**config.mk**
```make
export PLATFORM = sky130hd
export DESIGN_NAME = regfile_sb_flat
export DESIGN_NICKNAME = d
export VERILOG_FILES = /design/src/rtl/regfile_sb_if.sv /design/src/rtl/regfile_sb.sv /design/src/flat_wrapper.sv
export SDC_FILE = /design/constraint.sdc
export NUM_CORES = 2
export LEC_CHECK = 0
export CORE_ASPECT_RATIO = 0.6
export CORE_MARGIN = 2
export CORE_UTILIZATION = 34
export DETAILED_ROUTE_END_ITERATION = 6
export GPL_TIMING_DRIVEN = 0
export SLEW_MARGIN = 40
export SYNTH_ARGS = -nofsm -noshare
export SYNTH_HDL_FRONTEND = slang
export SYNTH_SLANG_ARGS = --single-unit
```
**constraint.sdc**
```tcl
create_clock -name clk -period 5.33 [get_ports clk]
set_input_delay 0.7995 -clock clk [delete_from_list [all_inputs] [get_ports clk]]
set_output_delay 0.7995 -clock clk [all_outputs]
set_load 0.05 [all_outputs]
```
**src/rtl/regfile_sb_if.sv**
```systemverilog
// regfile_sb_if: register file bus; master drives read/write/issue addresses and data, slave returns read data, busy flags and pend_cnt
interface regfile_sb_if #(parameter int DATA_W = 32, parameter int ADDR_W = 5);
  logic [ADDR_W-1:0] r_add1, r_add2, wr_add, iss_add;
  logic [DATA_W-1:0] read1, read2, datain;
  logic wr_en, iss_en, busy1, busy2;
  logic [ADDR_W:0] pend_cnt;
  modport master (output r_add1, r_add2, wr_en, wr_add, datain, iss_en, iss_add,
                  input read1, read2, busy1, busy2, pend_cnt);
  modport slave (input r_add1, r_add2, wr_en, wr_add, datain, iss_en, iss_add,
                 output read1, read2, busy1, busy2, pend_cnt);
endinterface

```
**src/rtl/regfile_sb.sv**
```systemverilog
// regfile_sb: 2R1W register file with pending-write scoreboard; clk, rst_n (sync active-low), bus = regfile_sb_if.slave
module regfile_sb #(
  parameter int DATA_W = 32,
  parameter int ADDR_W = 5,
  parameter int ZERO_REG = 1,
  parameter int BYPASS = 1
) (
  input logic clk,
  input logic rst_n,
  regfile_sb_if.slave bus
);
  localparam int DEPTH = 1 << ADDR_W;
  logic [DATA_W-1:0] mem_q [DEPTH];
  logic [DEPTH-1:0] pend_q, pend_d;
  logic [ADDR_W:0] cnt_q, cnt_d;
  logic wr_ok, iss_ok, inc, dec, fwd1, fwd2;
  assign wr_ok = bus.wr_en && !(ZERO_REG != 0 && bus.wr_add == '0);
  assign iss_ok = bus.iss_en && !(ZERO_REG != 0 && bus.iss_add == '0);
  assign fwd1 = BYPASS != 0 && wr_ok && bus.wr_add == bus.r_add1;
  assign fwd2 = BYPASS != 0 && wr_ok && bus.wr_add == bus.r_add2;
  assign bus.read1 = (ZERO_REG != 0 && bus.r_add1 == '0) ? '0 : fwd1 ? bus.datain : mem_q[bus.r_add1];
  assign bus.read2 = (ZERO_REG != 0 && bus.r_add2 == '0) ? '0 : fwd2 ? bus.datain : mem_q[bus.r_add2];
  assign bus.busy1 = pend_q[bus.r_add1] && !fwd1;
  assign bus.busy2 = pend_q[bus.r_add2] && !fwd2;
  assign bus.pend_cnt = cnt_q;
  assign inc = iss_ok && !pend_q[bus.iss_add];
  assign dec = wr_ok && pend_q[bus.wr_add] && !(iss_ok && bus.iss_add == bus.wr_add);
  always_comb begin
    pend_d = pend_q;
    if (wr_ok) pend_d[bus.wr_add] = 1'b0;
    if (iss_ok) pend_d[bus.iss_add] = 1'b1;
    cnt_d = cnt_q + (ADDR_W+1)'(inc) - (ADDR_W+1)'(dec);
  end
  always_ff @(posedge clk) begin
    if (!rst_n) begin
      for (int i = 0; i < DEPTH; i++) mem_q[i] <= '0;
      pend_q <= '0;
      cnt_q <= '0;
    end else begin
      if (wr_ok) mem_q[bus.wr_add] <= bus.datain;
      pend_q <= pend_d;
      cnt_q <= cnt_d;
    end
  end
endmodule

```
**src/flat_wrapper.sv**
```systemverilog
// flat-port wrapper written by rule: the top's interface ports become plain ports
module regfile_sb_flat 
#(
  parameter int DATA_W = 32,
  parameter int ADDR_W = 5,
  parameter int ZERO_REG = 1,
  parameter int BYPASS = 1
)
  (clk, rst_n, bus_r_add1, bus_r_add2, bus_wr_en, bus_wr_add, bus_datain, bus_iss_en, bus_iss_add, bus_read1, bus_read2, bus_busy1, bus_busy2, bus_pend_cnt);
  regfile_sb_if #(.DATA_W(DATA_W), .ADDR_W(ADDR_W)) bus_i ();
  input logic clk;
  input logic rst_n;
  input wire logic [$bits(bus_i.r_add1)-1:0] bus_r_add1;
  input wire logic [$bits(bus_i.r_add2)-1:0] bus_r_add2;
  input wire logic [$bits(bus_i.wr_en)-1:0] bus_wr_en;
  input wire logic [$bits(bus_i.wr_add)-1:0] bus_wr_add;
  input wire logic [$bits(bus_i.datain)-1:0] bus_datain;
  input wire logic [$bits(bus_i.iss_en)-1:0] bus_iss_en;
  input wire logic [$bits(bus_i.iss_add)-1:0] bus_iss_add;
  output wire logic [$bits(bus_i.read1)-1:0] bus_read1;
  output wire logic [$bits(bus_i.read2)-1:0] bus_read2;
  output wire logic [$bits(bus_i.busy1)-1:0] bus_busy1;
  output wire logic [$bits(bus_i.busy2)-1:0] bus_busy2;
  output wire logic [$bits(bus_i.pend_cnt)-1:0] bus_pend_cnt;
  assign bus_i.r_add1 = bus_r_add1;
  assign bus_i.r_add2 = bus_r_add2;
  assign bus_i.wr_en = bus_wr_en;
  assign bus_i.wr_add = bus_wr_add;
  assign bus_i.datain = bus_datain;
  assign bus_i.iss_en = bus_iss_en;
  assign bus_i.iss_add = bus_iss_add;
  assign bus_read1 = bus_i.read1;
  assign bus_read2 = bus_i.read2;
  assign bus_busy1 = bus_i.busy1;
  assign bus_busy2 = bus_i.busy2;
  assign bus_pend_cnt = bus_i.pend_cnt;
  regfile_sb #(.DATA_W(DATA_W), .ADDR_W(ADDR_W), .ZERO_REG(ZERO_REG), .BYPASS(BYPASS)) u_core (.clk(clk), .rst_n(rst_n), .bus(bus_i));
endmodule
```
==> impl_metrics.tcl <==
set metrics [dict create \
    violations "design-rule violations, negative setup slack" \
    cts_hold_buf 0 \
    vias 44500 \
    max_freq_ghz 0.182 \
    cts_max_level 3 \
    rsz0062_at_grt "true" \
    layoutNonFillerInstCount 6728 \
    grt_overflow 0 \
    critPathArrivalTime_ns 4.70 \
    worst-r2r-setup-slack_ns 1.96 \
    core_um2 169000 \
    grt_antenna_before_repair 19 \
    rr_startpoint "u_core.pend_q[19]" \
    drt_first_pass_iters 7 \
    area.growth.synth_to_final_pct 16.0 \
    dieHeight_um 323 \
    pwr_density_cell_nw_per_um2 318 \
    dp_hpwl_mm 209 \
    max_slew.worst_pin.slew_ns 1.04 \
    crit_fanout 10 \
    min_path_type "reg2reg" \
    layout.nets 4424 \
    endpoint "bus_read1[25]" \
    final_hold_viol_count 0 \
    drt-wirelength-per-cell_um 41.8 \
    start_util 0.341 \
    p_leak_uw 0.0233 \
    r2r_end "u_core.bus.pend_cnt[4]" \
    fin_worst_skew_ns 0.0237 \
    port_buffers 110 \
    ys_ff_latch 1062 \
    layout_setup_ws_ns -0.174 \
    drv_slew 0 \
    clock-root-buffer "clkbuf_16" \
    synth_cell_types 65 \
    place.gp.congestion 1.08 \
    routed_wl_mm 281 \
    rr_worst_depth 13 \
    fin_crit_ns 5.50 \
    critPathLaunchType "input port" \
    grt_max_degree 31 \
    ant_nets 0 \
    cap_viol_max_count 0 \
    synth_edf_count 1024 \
    slew_headroom 0.304 \
    min_path_cells 1 \
    grt_pass1_wl_mm 366 \
    clk_pin_slew_ns 0.06 \
    drt_iter0_markers 9795 \
    numCtsBuffers 101 \
    cp.required_ns 4.53 \
    cts_sinks 1062 \
    clk_latency_ns 0.75 \
    setup_violations 36 \
    grt_pass1_vias 40600 \
    crit_type "in2out" \
    syn_area_per_cell_um2 14.3 \
    clockBufferDepth 3 \
    final_cell_area_um2 67100 \
    async_flop_share 0 \
    status "finished, violations left" \
    fin_total_pwr_uw 21300 \
    track_usage 0.318 \
    core.rowCount 117 \
    fin_crit_sh 1.03 \
    startpoint "bus_r_add1[2]" \
    route.detailed.drc 38 \
    fillers 15900 \
    dieArea_um2 173000 \
    syn_area_um2 57800 \
    ir_drop_mv 0.277 \
    syn_inst 4044 \
    cts_tree "yes" \
    die_w_um 536 \
    dpl_cell_area_um2 63400 \
    yosysWarnings 0 \
    synth_flop_cell "edfxtp_1" \
    final_util 0.396 \
    yosysSeqAreaShare 0.545 \
    io_pins 128 \
    viasPerCell 6.61 \
    final_layout_size_suffix_gt1_frac 0.221 \
    dpl.cell_count 6511 \
    end_kind "output port" \
]
==> what timing repair did <==
item / CTS / global route
resized for setup: 82 / 31
setup endpoints to repair: 66 / 30
endpoints found under the hold margin: 0 / 0
pin swaps: 1 / 2
buffers inserted: 5 / 2
==> kinds of logic after synthesis <==
family,count (synthesis),share of synthesized area
mux,721,0.219
buf+inv,451,0.0361
simple gates,1330,0.135
other cells,1,0.0000649
fa+ha+maj,7,0.00165
xor+xnor,19,0.00288
compound gates,453,0.0599
flops,1062,0.545
==> metrics by stage <==
stage / hold WS, ns / TNS, ns / worst slack [ns]
after floorplan: 0.476 / 0 / 0.883
after global placement: 0.501 / -1374.23 / -3.90
after detailed placement: 0.518 / -56.44 / -1.56
after CTS: 0.527 / 0 / 0.0000497
after global routing: 0.564 / -0.00680 / -0.00562
final: 0.520 / -2.60 / -0.174
==> sequential cells by signal, summed over array words and instances, names as in the netlist <==
register and flops:
u_core.mem_q 1024, u_core.bus.pend_cnt 6, u_core.pend_q 32
==> how the worst min path moves through the flow <==
stage                      start           endpoint  slack [ns]
4_1_cts         u_core.pend_q[0]   u_core.pend_q[0]        0.53
2_1_floorplan  u_core.pend_q[24]  u_core.pend_q[24]        0.48
6_report        u_core.pend_q[0]   u_core.pend_q[0]        0.52
5_1_grt         u_core.pend_q[0]   u_core.pend_q[0]        0.56
3_3_place_gp    u_core.pend_q[0]   u_core.pend_q[0]        0.50
3_5_place_dp    u_core.pend_q[2]   u_core.pend_q[2]        0.52
==> critical path, cell delays in order <==
cell and delay, ns:
clkdlybuf4s15_2 0.42, buf_2 0.37, and2_1 0.24, clkbuf_2 0.49, a221oi_1 0.82, o21ai_0 0.16, a21oi_1 0.19, a211o_1 0.32
clkdlybuf4s50_1 0.88
==> per-layer routing <==
layer / vias up / track usage / part of all wire
li1: 16300 / - / -
met1: 22800 / 0.436 / 0.38
met2: 4678 / 0.400 / 0.37
met3: 680 / 0.188 / 0.20
met4: 16 / 0.121 / 0.046
met5: - / 0.00576 / 0.00084
==> synthesized netlist by cell type (all sizes together) (11+ instances only) <==
cell | number | area (µm²)
a211o | 11 | 96.3
a211oi | 43 | 323
a21oi | 28 | 144
a221o | 46 | 460
a221oi | 32 | 280
a22oi | 62 | 465
a32o | 36 | 360
and2 | 1001 | 6260
buf | 151 | 958
clkbuf | 276 | 1040
dfxtp | 38 | 761
edfxtp | 1024 | 30700
inv | 23 | 86.3
mux2 | 38 | 428
mux2i | 254 | 2540
mux4 | 429 | 9690
nand2 | 108 | 405
nand2b | 16 | 100
nand3 | 13 | 65.1
nor2 | 90 | 343
nor2b | 11 | 68.8
nor3 | 46 | 230
nor3b | 11 | 87.6
o21ai | 33 | 169
o221ai | 32 | 280
o22ai | 97 | 607
xnor2 | 12 | 105
==> cell type report <==
type,count,area [µm²],area share
sequential,1062,31500,0.470
multi-input combinational,2562,24800,0.370
tap,2261,2830,0.0422
clock buffer,122,2660,0.0397
timing repair buffer,183,2270,0.0339
buffer,427,2200,0.0329
clock inverter,64,624,0.00931
inverter,24,90.1,0.00134
antenna,23,57.6,0.000858
==> cells in the final DEF (no fill, tap or decap), types with 15 or more instances in the layout <==
master,netlist,layout
buf_8,0,31
a22oi_1,62,62
a221o_1,46,46
clkbuf_2,1,67
buf_4,24,56
clkdlybuf4s50_1,0,72
mux2_2,38,38
o22ai_1,97,97
nand2_1,108,85
and2_1,999,999
nor2_2,2,15
mux2i_1,254,254
nor2_1,88,72
nand2b_1,16,15
nor3_1,46,37
clkinv_2,0,22
clkinv_1,1,24
buf_12,0,22
clkbuf_16,0,102
dfxtp_1,38,38
diode_2,0,23
edfxtp_1,1024,1024
nand2_4,0,20
a221oi_1,32,26
mux4_2,421,421
buf_2,85,67
o21ai_0,32,20
a32o_1,36,36
clkbuf_1,275,222
inv_1,23,23
conb_1,1,32
a211oi_1,43,39
buf_6,26,34
o221ai_1,32,32
a21oi_1,27,27
dlygate4sd2_1,0,26
==> report_power, final <==
group          internal (µW)  switching (µW)
logic                   1250            2510
clock network           4060            3630
registers               9610             270
total                  14900            6400
Power figures use the tool's default switching activity.
